--- src/rtl/float_addsub_pipe.sv ---
// Three-stage floating-point adder/subtractor with round-to-nearest-even and IEEE-style flags.
// Stages: unpack/align, add/normalise, round/pack. A single advance enable stalls the whole pipe.
module float_addsub_pipe #(
    parameter int EXP_WIDTH   = 5,
    parameter int MAN_WIDTH   = 10,
    parameter int FLOAT_WIDTH = 1 + EXP_WIDTH + MAN_WIDTH
) (
    input  logic                   clk,
    input  logic                   rst,
    input  logic                   in_valid,
    output logic                   in_ready,
    input  logic [FLOAT_WIDTH-1:0] float_a,
    input  logic [FLOAT_WIDTH-1:0] float_b,
    input  logic                   op_sub,
    output logic                   out_valid,
    input  logic                   out_ready,
    output logic [FLOAT_WIDTH-1:0] res,
    output logic [3:0]             flags
);
    // Handshake: a transfer happens on a rising edge where valid and ready are both high;
    // ready never depends combinationally on the same-side valid.
    localparam int SW = MAN_WIDTH + 1;          // significand with hidden bit
    localparam int AW = SW + 3;                 // significand plus guard, round, sticky
    localparam int WW = SW + MAN_WIDTH + 2;     // alignment shifter width
    localparam int XW = EXP_WIDTH + 2;          // exponent with headroom and sign
    localparam int LW = $clog2(AW + 1);
    localparam logic [EXP_WIDTH-1:0]   EXP_MAX   = '1;
    localparam logic [EXP_WIDTH-1:0]   SHIFT_LIM = EXP_WIDTH'(MAN_WIDTH + 3);
    localparam logic [FLOAT_WIDTH-1:0] QNAN      = {1'b0, {EXP_WIDTH{1'b1}}, 1'b1, {(MAN_WIDTH-1){1'b0}}};

    function automatic logic [LW-1:0] count_lz(input logic [AW-1:0] v);
        logic [LW-1:0] n;
        n = LW'(AW);
        for (int i = 0; i < AW; i++) begin
            if (v[i]) n = LW'(AW - 1 - i);
        end
        return n;
    endfunction

    logic adv;
    assign adv      = ~out_valid | out_ready;
    assign in_ready = adv;

    // ---------------- Stage 1: classify, swap, align ----------------
    logic                 sa, sb;
    logic [EXP_WIDTH-1:0] ea, eb, big_exp, small_exp, shift;
    logic [MAN_WIDTH-1:0] ma, mb, big_man, small_man;
    logic                 a_zero, b_zero, a_inf, b_inf, a_nan, b_nan, a_big, big_sign;
    logic [SW-1:0]        small_sig;
    logic [WW-1:0]        wide;
    logic [AW-1:0]        aligned;
    logic                 special;
    logic [FLOAT_WIDTH-1:0] spec_res;
    logic [3:0]           spec_flags;

    assign sa = float_a[FLOAT_WIDTH-1];
    assign ea = float_a[FLOAT_WIDTH-2:MAN_WIDTH];
    assign ma = float_a[MAN_WIDTH-1:0];
    assign sb = float_b[FLOAT_WIDTH-1] ^ op_sub;
    assign eb = float_b[FLOAT_WIDTH-2:MAN_WIDTH];
    assign mb = float_b[MAN_WIDTH-1:0];

    assign a_zero = (ea == '0);
    assign b_zero = (eb == '0);
    assign a_inf  = (ea == EXP_MAX) && (ma == '0);
    assign b_inf  = (eb == EXP_MAX) && (mb == '0);
    assign a_nan  = (ea == EXP_MAX) && (ma != '0);
    assign b_nan  = (eb == EXP_MAX) && (mb != '0);

    always_comb begin
        a_big     = {ea, ma} >= {eb, mb};
        big_sign  = a_big ? sa : sb;
        big_exp   = a_big ? ea : eb;
        big_man   = a_big ? ma : mb;
        small_exp = a_big ? eb : ea;
        small_man = a_big ? mb : ma;
        shift     = big_exp - small_exp;
        small_sig = {1'b1, small_man};
        wide      = {small_sig, {(MAN_WIDTH+2){1'b0}}} >> shift;
        // Far-shifted operands survive only as sticky; the hidden bit makes them nonzero.
        if (shift >= SHIFT_LIM) aligned = {{(SW+2){1'b0}}, 1'b1};
        else                    aligned = {wide[WW-1 -: SW+2], |wide[MAN_WIDTH-1:0]};
    end

    always_comb begin
        special    = 1'b1;
        spec_res   = '0;
        spec_flags = '0;
        if (a_nan || b_nan) begin
            spec_res = QNAN;
        end else if (a_inf && b_inf && (sa != sb)) begin
            spec_res   = QNAN;
            spec_flags = 4'b1000;
        end else if (a_inf) begin
            spec_res = {sa, EXP_MAX, {MAN_WIDTH{1'b0}}};
        end else if (b_inf) begin
            spec_res = {sb, EXP_MAX, {MAN_WIDTH{1'b0}}};
        end else if (a_zero && b_zero) begin
            spec_res = {sa & sb, {(FLOAT_WIDTH-1){1'b0}}};
        end else if (a_zero) begin
            spec_res = {sb, eb, mb};
        end else if (b_zero) begin
            spec_res = float_a;
        end else begin
            special = 1'b0;
        end
    end

    logic                   s1_valid, s1_special, s1_sign, s1_sub;
    logic [FLOAT_WIDTH-1:0] s1_spec_res;
    logic [3:0]             s1_spec_flags;
    logic [EXP_WIDTH-1:0]   s1_exp;
    logic [SW-1:0]          s1_big_sig;
    logic [AW-1:0]          s1_small;

    always_ff @(posedge clk or posedge rst) begin
        if (rst) begin
            s1_valid      <= 1'b0;
            s1_special    <= 1'b0;
            s1_sign       <= 1'b0;
            s1_sub        <= 1'b0;
            s1_spec_res   <= '0;
            s1_spec_flags <= '0;
            s1_exp        <= '0;
            s1_big_sig    <= '0;
            s1_small      <= '0;
        end else if (adv) begin
            s1_valid      <= in_valid;
            s1_special    <= special;
            s1_sign       <= big_sign;
            s1_sub        <= sa ^ sb;
            s1_spec_res   <= spec_res;
            s1_spec_flags <= spec_flags;
            s1_exp        <= big_exp;
            s1_big_sig    <= {1'b1, big_man};
            s1_small      <= aligned;
        end
    end

    // ---------------- Stage 2: add/subtract and normalise ----------------
    logic [AW:0]          sum;
    logic [LW-1:0]        lz;
    logic [AW-1:0]        norm;
    logic [MAN_WIDTH-1:0] n_man;
    logic [2:0]           n_grs;
    logic [XW-1:0]        n_exp;
    logic                 n_zero;

    always_comb begin
        if (s1_sub) sum = {1'b0, s1_big_sig, 3'b000} - {1'b0, s1_small};
        else        sum = {1'b0, s1_big_sig, 3'b000} + {1'b0, s1_small};
        lz   = count_lz(sum[AW-1:0]);
        norm = sum[AW-1:0] << lz;
        if (sum[AW]) begin
            n_man = sum[AW-1:4];
            n_grs = {sum[3], sum[2], |sum[1:0]};
            n_exp = {2'b00, s1_exp} + XW'(1);
        end else begin
            n_man = norm[AW-2:3];
            n_grs = norm[2:0];
            n_exp = {2'b00, s1_exp} - {{(XW-LW){1'b0}}, lz};
        end
        // Without a carry, a nonzero sum always normalises to a leading one.
        n_zero = ~sum[AW] & ~norm[AW-1];
    end

    logic                   s2_valid, s2_special, s2_sign, s2_zero;
    logic [FLOAT_WIDTH-1:0] s2_spec_res;
    logic [3:0]             s2_spec_flags;
    logic [XW-1:0]          s2_exp;
    logic [MAN_WIDTH-1:0]   s2_man;
    logic [2:0]             s2_grs;

    always_ff @(posedge clk or posedge rst) begin
        if (rst) begin
            s2_valid      <= 1'b0;
            s2_special    <= 1'b0;
            s2_sign       <= 1'b0;
            s2_zero       <= 1'b0;
            s2_spec_res   <= '0;
            s2_spec_flags <= '0;
            s2_exp        <= '0;
            s2_man        <= '0;
            s2_grs        <= '0;
        end else if (adv) begin
            s2_valid      <= s1_valid;
            s2_special    <= s1_special;
            s2_sign       <= s1_sign;
            s2_zero       <= n_zero;
            s2_spec_res   <= s1_spec_res;
            s2_spec_flags <= s1_spec_flags;
            s2_exp        <= n_exp;
            s2_man        <= n_man;
            s2_grs        <= n_grs;
        end
    end

    // ---------------- Stage 3: round and pack ----------------
    logic                   round_up, inexact, uflow, oflow;
    logic [MAN_WIDTH:0]     m_plus;
    logic [XW-1:0]          exp_r;
    logic [FLOAT_WIDTH-1:0] res_n;
    logic [3:0]             flags_n;

    always_comb begin
        round_up = s2_grs[2] & (s2_grs[1] | s2_grs[0] | s2_man[0]);
        inexact  = |s2_grs;
        m_plus   = {1'b0, s2_man} + {{MAN_WIDTH{1'b0}}, round_up};
        exp_r    = s2_exp + {{(XW-1){1'b0}}, m_plus[MAN_WIDTH]};
        uflow    = s2_exp[XW-1] | (s2_exp == '0);
        oflow    = exp_r >= {2'b00, EXP_MAX};
        if (s2_special) begin
            res_n   = s2_spec_res;
            flags_n = s2_spec_flags;
        end else if (s2_zero) begin
            res_n   = '0;
            flags_n = '0;
        end else if (uflow) begin
            res_n   = {s2_sign, {(FLOAT_WIDTH-1){1'b0}}};
            flags_n = 4'b0011;
        end else if (oflow) begin
            res_n   = {s2_sign, EXP_MAX, {MAN_WIDTH{1'b0}}};
            flags_n = 4'b0101;
        end else begin
            res_n   = {s2_sign, exp_r[EXP_WIDTH-1:0], m_plus[MAN_WIDTH-1:0]};
            flags_n = {3'b000, inexact};
        end
    end

    always_ff @(posedge clk or posedge rst) begin
        if (rst) begin
            out_valid <= 1'b0;
            res       <= '0;
            flags     <= '0;
        end else if (adv) begin
            out_valid <= s2_valid;
            res       <= res_n;
            flags     <= flags_n;
        end
    end
endmodule

--- config.mk ---
export PLATFORM = sky130hd
export DESIGN_NAME = float_addsub_pipe
export DESIGN_NICKNAME = d
export VERILOG_FILES = /design/src/rtl/float_addsub_pipe.sv
export SDC_FILE = /design/constraint.sdc
export NUM_CORES = 1
export LEC_CHECK = 0
export BUFFER_PORTS_ARGS = -buffer_cell sky130_fd_sc_hd__buf_2
export CORE_ASPECT_RATIO = 2
export CORE_MARGIN = 10
export CORE_UTILIZATION = 50
export DETAILED_ROUTE_END_ITERATION = 8
export PLACE_DENSITY = 0.71
export SYNTH_ARGS = -nofsm -noshare
export SYNTH_HDL_FRONTEND = slang
export SYNTH_SLANG_ARGS = --single-unit
--- constraint.sdc ---
create_clock -name clk -period 5 [get_ports clk]
set_clock_uncertainty 0.15 [all_clocks]
set_input_delay 0.25 -clock clk [delete_from_list [all_inputs] [get_ports clk]]
set_output_delay 0.25 -clock clk [all_outputs]
set_load 0.05 [all_outputs]
# Word level (Yosys, flattened, before mapping)
# Index checks and enable logic that the tools add are counted.
# totals
ff_bits	119
latchBits	0
ram_bits	0
rom_bits	0
in_bits	37
output_inout_bits	22
elab_cells	114
memories	0
# classes
addsub	7
mul	0
div_mod_pow	0
order_cmp	3
eq_ne	3
n_shift	2
mux	48
bitwise_logic	12
n_reduce_logical	18
# ops
op	count
2-to-1 mux 16 bit	9
2-to-1 mux 4 bit	16
2-to-1 mux 15 bit	3
2-to-1 mux 10 bit	3
>> shifter 23 x 5 -> 23 bit	1
logical NOT 10 bit	2
nonzero test 10 bit	2
adder 14 x 14 -> 15 bit	1
>= comparator 15 bit	1
subtractor 14 x 14 -> 15 bit	1
2-to-1 mux 14 bit	1
<< shifter 14 x 4 -> 14 bit	1
2-to-1 mux 3 bit	4
adder 10 x 1 -> 11 bit	1
== test 5 bit, second input constant	2
logical NOT 5 bit	2
2-to-1 mux 5 bit	2
OR reduction 10 bit	1
2-to-1 mux 1 bit	8
adder 7 x 1 -> 7 bit	1
>= comparator 7 x 5 -> 1 bit, second input constant	1
logical AND 1 bit	7
logical NOT 7 bit	1
2-to-1 mux 7 bit	1
other kinds (13)	21

# Logic depth before layout (Yosys ltp)
# depth
word_depth	19
mapped_depth	20
ltp_nobuf	18

# Worst setup path before layout
# No wires, ideal clock.
# synth_path
path_type	register to register
start	register s1_big_sig[0]
end	register s2_exp[3]
setup_ns	0.164
arrival_ns	3.908
required_ns	4.686
slack_ns	0.778
stages_incl_launch_ff	19
n_path_buf	2
synth_period_minus_slack_ns	4.222
cell_sequence	dfrtp_1 ha_1 or4b_4 a211o_1 a221oi_2 and2_1 buf_6 o211ai_2 a311oi_2 nor2_2 clkinv_1 buf_2 ha_1 a21o_1 a21oi_1 xnor2_1 nand2_1 o21ai_0 a21oi_1
# synth_via
elab_chain_cells	15
elab_cells_between_ends	16
classes_between	add/sub (3); mux (13)
# synth_lines
item	line	source
from (decl)	113	logic [SW-1:0] s1_big_sig;
from (signal assigned)	135	s1_big_sig <= {1'b1, big_man};
adder 14 x 14 -> 15 bit or subtractor 14 x 14 -> 15 bit (tied branches)	151, 150	
2-to-1 mux 15 bit (*)	150	if (s1_sub) sum = {1'b0, s1_big_sig, 3'b000} - {1'b0, s1_small};
2-to-1 mux 4 bit (11 in series)	35	if (v[i]) n = LW'(AW - 1 - i);
subtractor 5 x 4 -> 6 bit	161	n_exp = {2'b00, s1_exp} - {{(XW-LW){1'b0}}, lz};
2-to-1 mux 7 bit (*)	154	if (sum[AW]) begin
to (signal assigned)	192	s2_exp <= n_exp;
to (decl)	170	logic [XW-1:0] s2_exp;
# Mark *: on every way between the ends. The rest lies on a longest branch, timed or not.
# A chain may end at the register's enable or synchronous reset.

# Worst setup path after layout
# layout_path
start	register s1_big_sig[0]
end	register s2_exp[4]
# Same word-level chain as after synthesis.

==> flow_summary.yaml <==
timing:
  fin_tns_setup_ns: 0
  worst_pin_slew_ns: 0.8987
  whs_ns: 0.03503
  fin_ws_ns: 0.2733
  final-setup-viol-count: 0
  rsz0062_at_grt: "false"
  slew_violations: 0
  hold_viol_final: 0
  fin_crit_sh_pct: 94.53
  finalCriticalPeriod_ns: 4.727
  clock.fmax_mhz: 211.6
  slew_headroom_pct: 39.65
placed_design:
  portBuffers: 58
  hpwl_mm: 21.81
  place.gp.congestion: 1.014
  dp_slack_ns: 0.3537
routing:
  wl_mm: 27.88
  route.detailed.drc: 0
  first_iter_violations: 447
  via_per_inst: 6.201
  ant_nets: 0
  routedWlPerCell_um: 20.58
  vias: 8403
  firstDrtPassIters: 5
setup_path:
  critPathKind: "flip-flop to flip-flop"
  reg2reg_setup_slack_ns: 0.27
  r2r_cells: 17
  critPathCaptureType: "flip-flop"
  cp-start-kind: "flip-flop"
  r2r-end: "s2_exp[4]"
  r2r_start: "s1_big_sig[0]"
  worst_path_most_repeated_cell: "ha_1"
  cp_slowest_cell: "or4b_4"
  path_cells: "ha_1 -> or4b_4 -> a211o_1 -> a221oi_2 -> and2_1 -> o211a_4 -> o31ai_4 -> a21o_4 -> inv_2 -> ha_1 -> inv_1 -> fa_1 -> a21oi_1 -> nor2_1 -> o31ai_1 -> xnor2_1 -> o21ai_0"
  worstPathArrival_ns: 4.84
  required_ns: 5.11
  cpPeakStageDelay_ns: 0.51
  crit_path_start: "s1_big_sig[0]"
  crit_fanout: 23
  cp-endpoint: "s2_exp[4]"
yosys:
  synth_top_family_by_area: "compound AO/OA/AOI/OAI gates"
  syn_area_per_cell_um2: 8.173
  synth-xor-area-share_pct: 3.278
  synthMuxAreaShare_pct: 5.590
  ys_ff_latch: 113
  yosys.area_share.simple_pct: 20.69
  synthArstFlopShare_pct: 100.0
  synth_area_um2: 8818
  synth_ff_type: "dfrtp_1"
  synth_adder_area_share_pct: 7.264
  synthCells: 1079
  yosysUniqueCellTypes: 89
  syn_nets: 1166
  synth_compound_area_share_pct: 25.81
  ys_warn_count: 0
  synth_edf_count: 0
  ys_seq_area_share_pct: 32.07
global_route:
  grt_pass1_vias: 8741
  track_usage_pct: 23.53
  grt_max_degree: 78
  grt_pass1_wl_mm: 45.08
  grt-ovfl-total: 0
  antenna_found_initial: 0
clocking:
  cts.sinks: 113
  cts.clk_slew.worst_paths_ns: 0.05
  cts_root_buf: "clkbuf_16"
  clockBufferDepth: 2
  cts_tree: "done"
  clk_latency_ns: 0.41
  cts_resized: 0
  cts_buffers: 17
  htree_num_levels: 4
power:
  ir_drop_uv: 301.5
  p_per_area_nw_per_um2: 632.1
  p_leak_uw: 0.004498
floorplanning:
  die-area_um2: 23670
  start_util_pct: 51.06
  io_pins: 59
  core_um2: 17270
  die_w_um: 113.9
  core.rowCount: 68
  die_y_um: 207.8
worst_hold_path:
  hold_class: "input port to flip-flop"
layout:
  syn_to_final_growth_pct: 13.66
  drive_gt1_share_pct: 13.54
  final_cell_mix: "143 x nand2_1, 113 x dfrtp_1, 96 x nor2_1"
  finalNetCount: 1220
  layout_commonest_cell: "nand2_1"
  diodes: 0
status:
  outcome: "finished clean"
flow_run:
  max_cap_viol_count: 0
[worst min-delay path by stage]
stage | endpoint | cells past startpoint | slack (ns) | startpoint
detailed placement | s2_man[8] | 2 | 0.26 | rst
floorplan | s1_valid | 2 | 0.21 | in_valid
CTS | s1_exp[3] | 3 | 0.03 | float_a[13]
global placement | s2_man[8] | 2 | 0.26 | rst
global route | s1_exp[3] | 3 | 0.06 | float_a[13]
finish | s1_exp[3] | 3 | 0.04 | float_a[13]
[kinds of logic (layout without fill, tap and decap cells)]
group,count (synthesis),count (layout)
AO/OA/AOI/OAI,335,335
XOR/XNOR,33,33
AND/OR/NAND/NOR,392,392
adder cells (fa/ha/maj),50,50
multiplexers,45,45
flip-flops,113,113
buffers and inverters,111,177
[metal layers]
| metal | track usage (%) | share of wire, % | wire [µm] |
|---|---|---|---|
| met4 | 18.19 | 7.5 | 2097 |
| met1 | 23.34 | 36 | 10020 |
| met5 | 0 | 0 | 0 |
| met3 | 2.951 | 3.1 | 863 |
| met2 | 42.35 | 53 | 14900 |
[cell type report]
class                   instances  area (µm²)
clock inverters                10       158.9
fillers                      1608        7248
clock buffers                  21       460.4
repair buffers                 96       583.1
multi-input cells             855        5540
inverters                      50       190.2
flip-flops and latches        113        2828
well taps                     210       262.8
[flip-flops by register name, indices dropped and copies added, names as in the netlist, 5 cells and up]
register / count
res: 16
s1_exp: 5
s1_spec_res: 16
s1_small: 14
s1_big_sig: 11
s2_exp: 7
s2_spec_res: 16
s2_man: 10
[worst max-delay path, delay by kind of cell, from the launching register on]
| family | cells | cell delay (ns) |
|---|---|---|
| compound gates | 8 | 1.81 |
| xor+xnor | 1 | 0.15 |
| fa+ha+maj | 3 | 0.94 |
| flops | 1 | 0.40 |
| simple gates | 3 | 0.93 |
| buf+inv | 2 | 0.18 |
[stage by stage]
stage	utilization, %	area, µm²	total power, µW	cells
final	58.03	10020	6335	1355
after global routing	58.03	10020	6769	1355
after CTS	58.03	10020	6316	1355
after detailed placement	54.27	9374	5022	1321
after global placement	54.27	9374	4990	1321
after floorplan	-	8818	4003	1079
[power by group]
part,total [µW],leakage [µW],switching [µW],internal (µW)
logic,3600,0.00277,2330,1270
clock network,1280,0.000299,423,854
registers,1460,0.00143,263,1200
total,6340,0.00450,3010,3320
[cells in the mapped netlist (all sizes together) (4+ instances only)]
cell type	n	area, µm²
ha	48	600.6
a21o	6	52.55
a221oi	13	120.1
o211ai	6	50.05
mux2i	38	380.4
xor2	13	113.9
o22ai	10	62.56
nand2	143	536.8
a22oi	13	97.59
nor2b	10	62.56
a21oi	78	390.4
a211oi	34	260.3
mux2	4	45.04
inv	48	180.2
nor4	13	87.58
o21ai	75	375.4
a2111oi	11	98.85
a22o	5	43.79
and3	16	100.1
clkbuf	39	146.4
nand4	15	93.84
buf	22	133.9
and2	11	68.82
or3	4	25.02
nor2	97	366.6
nand3	28	140.1
a211o	7	61.31
o21a	4	30.03
nor3	25	125.1
nand2b	13	81.33
a31o	4	35.04
o31ai	11	96.34
o311ai	4	35.04
xnor2	20	175.2
dfrtp	113	2828
a311oi	5	50.04
a32o	4	40.04
or2	5	31.29
a31oi	14	87.58
[what timing repair did]
| action | in CTS | in global routing |
|---|---|---|
| buffers inserted | 0 | 0 |
| endpoints found under the hold margin | 58 | 0 |
| hold buffers | 3 | 0 |
Power figures use the tool's default switching activity.
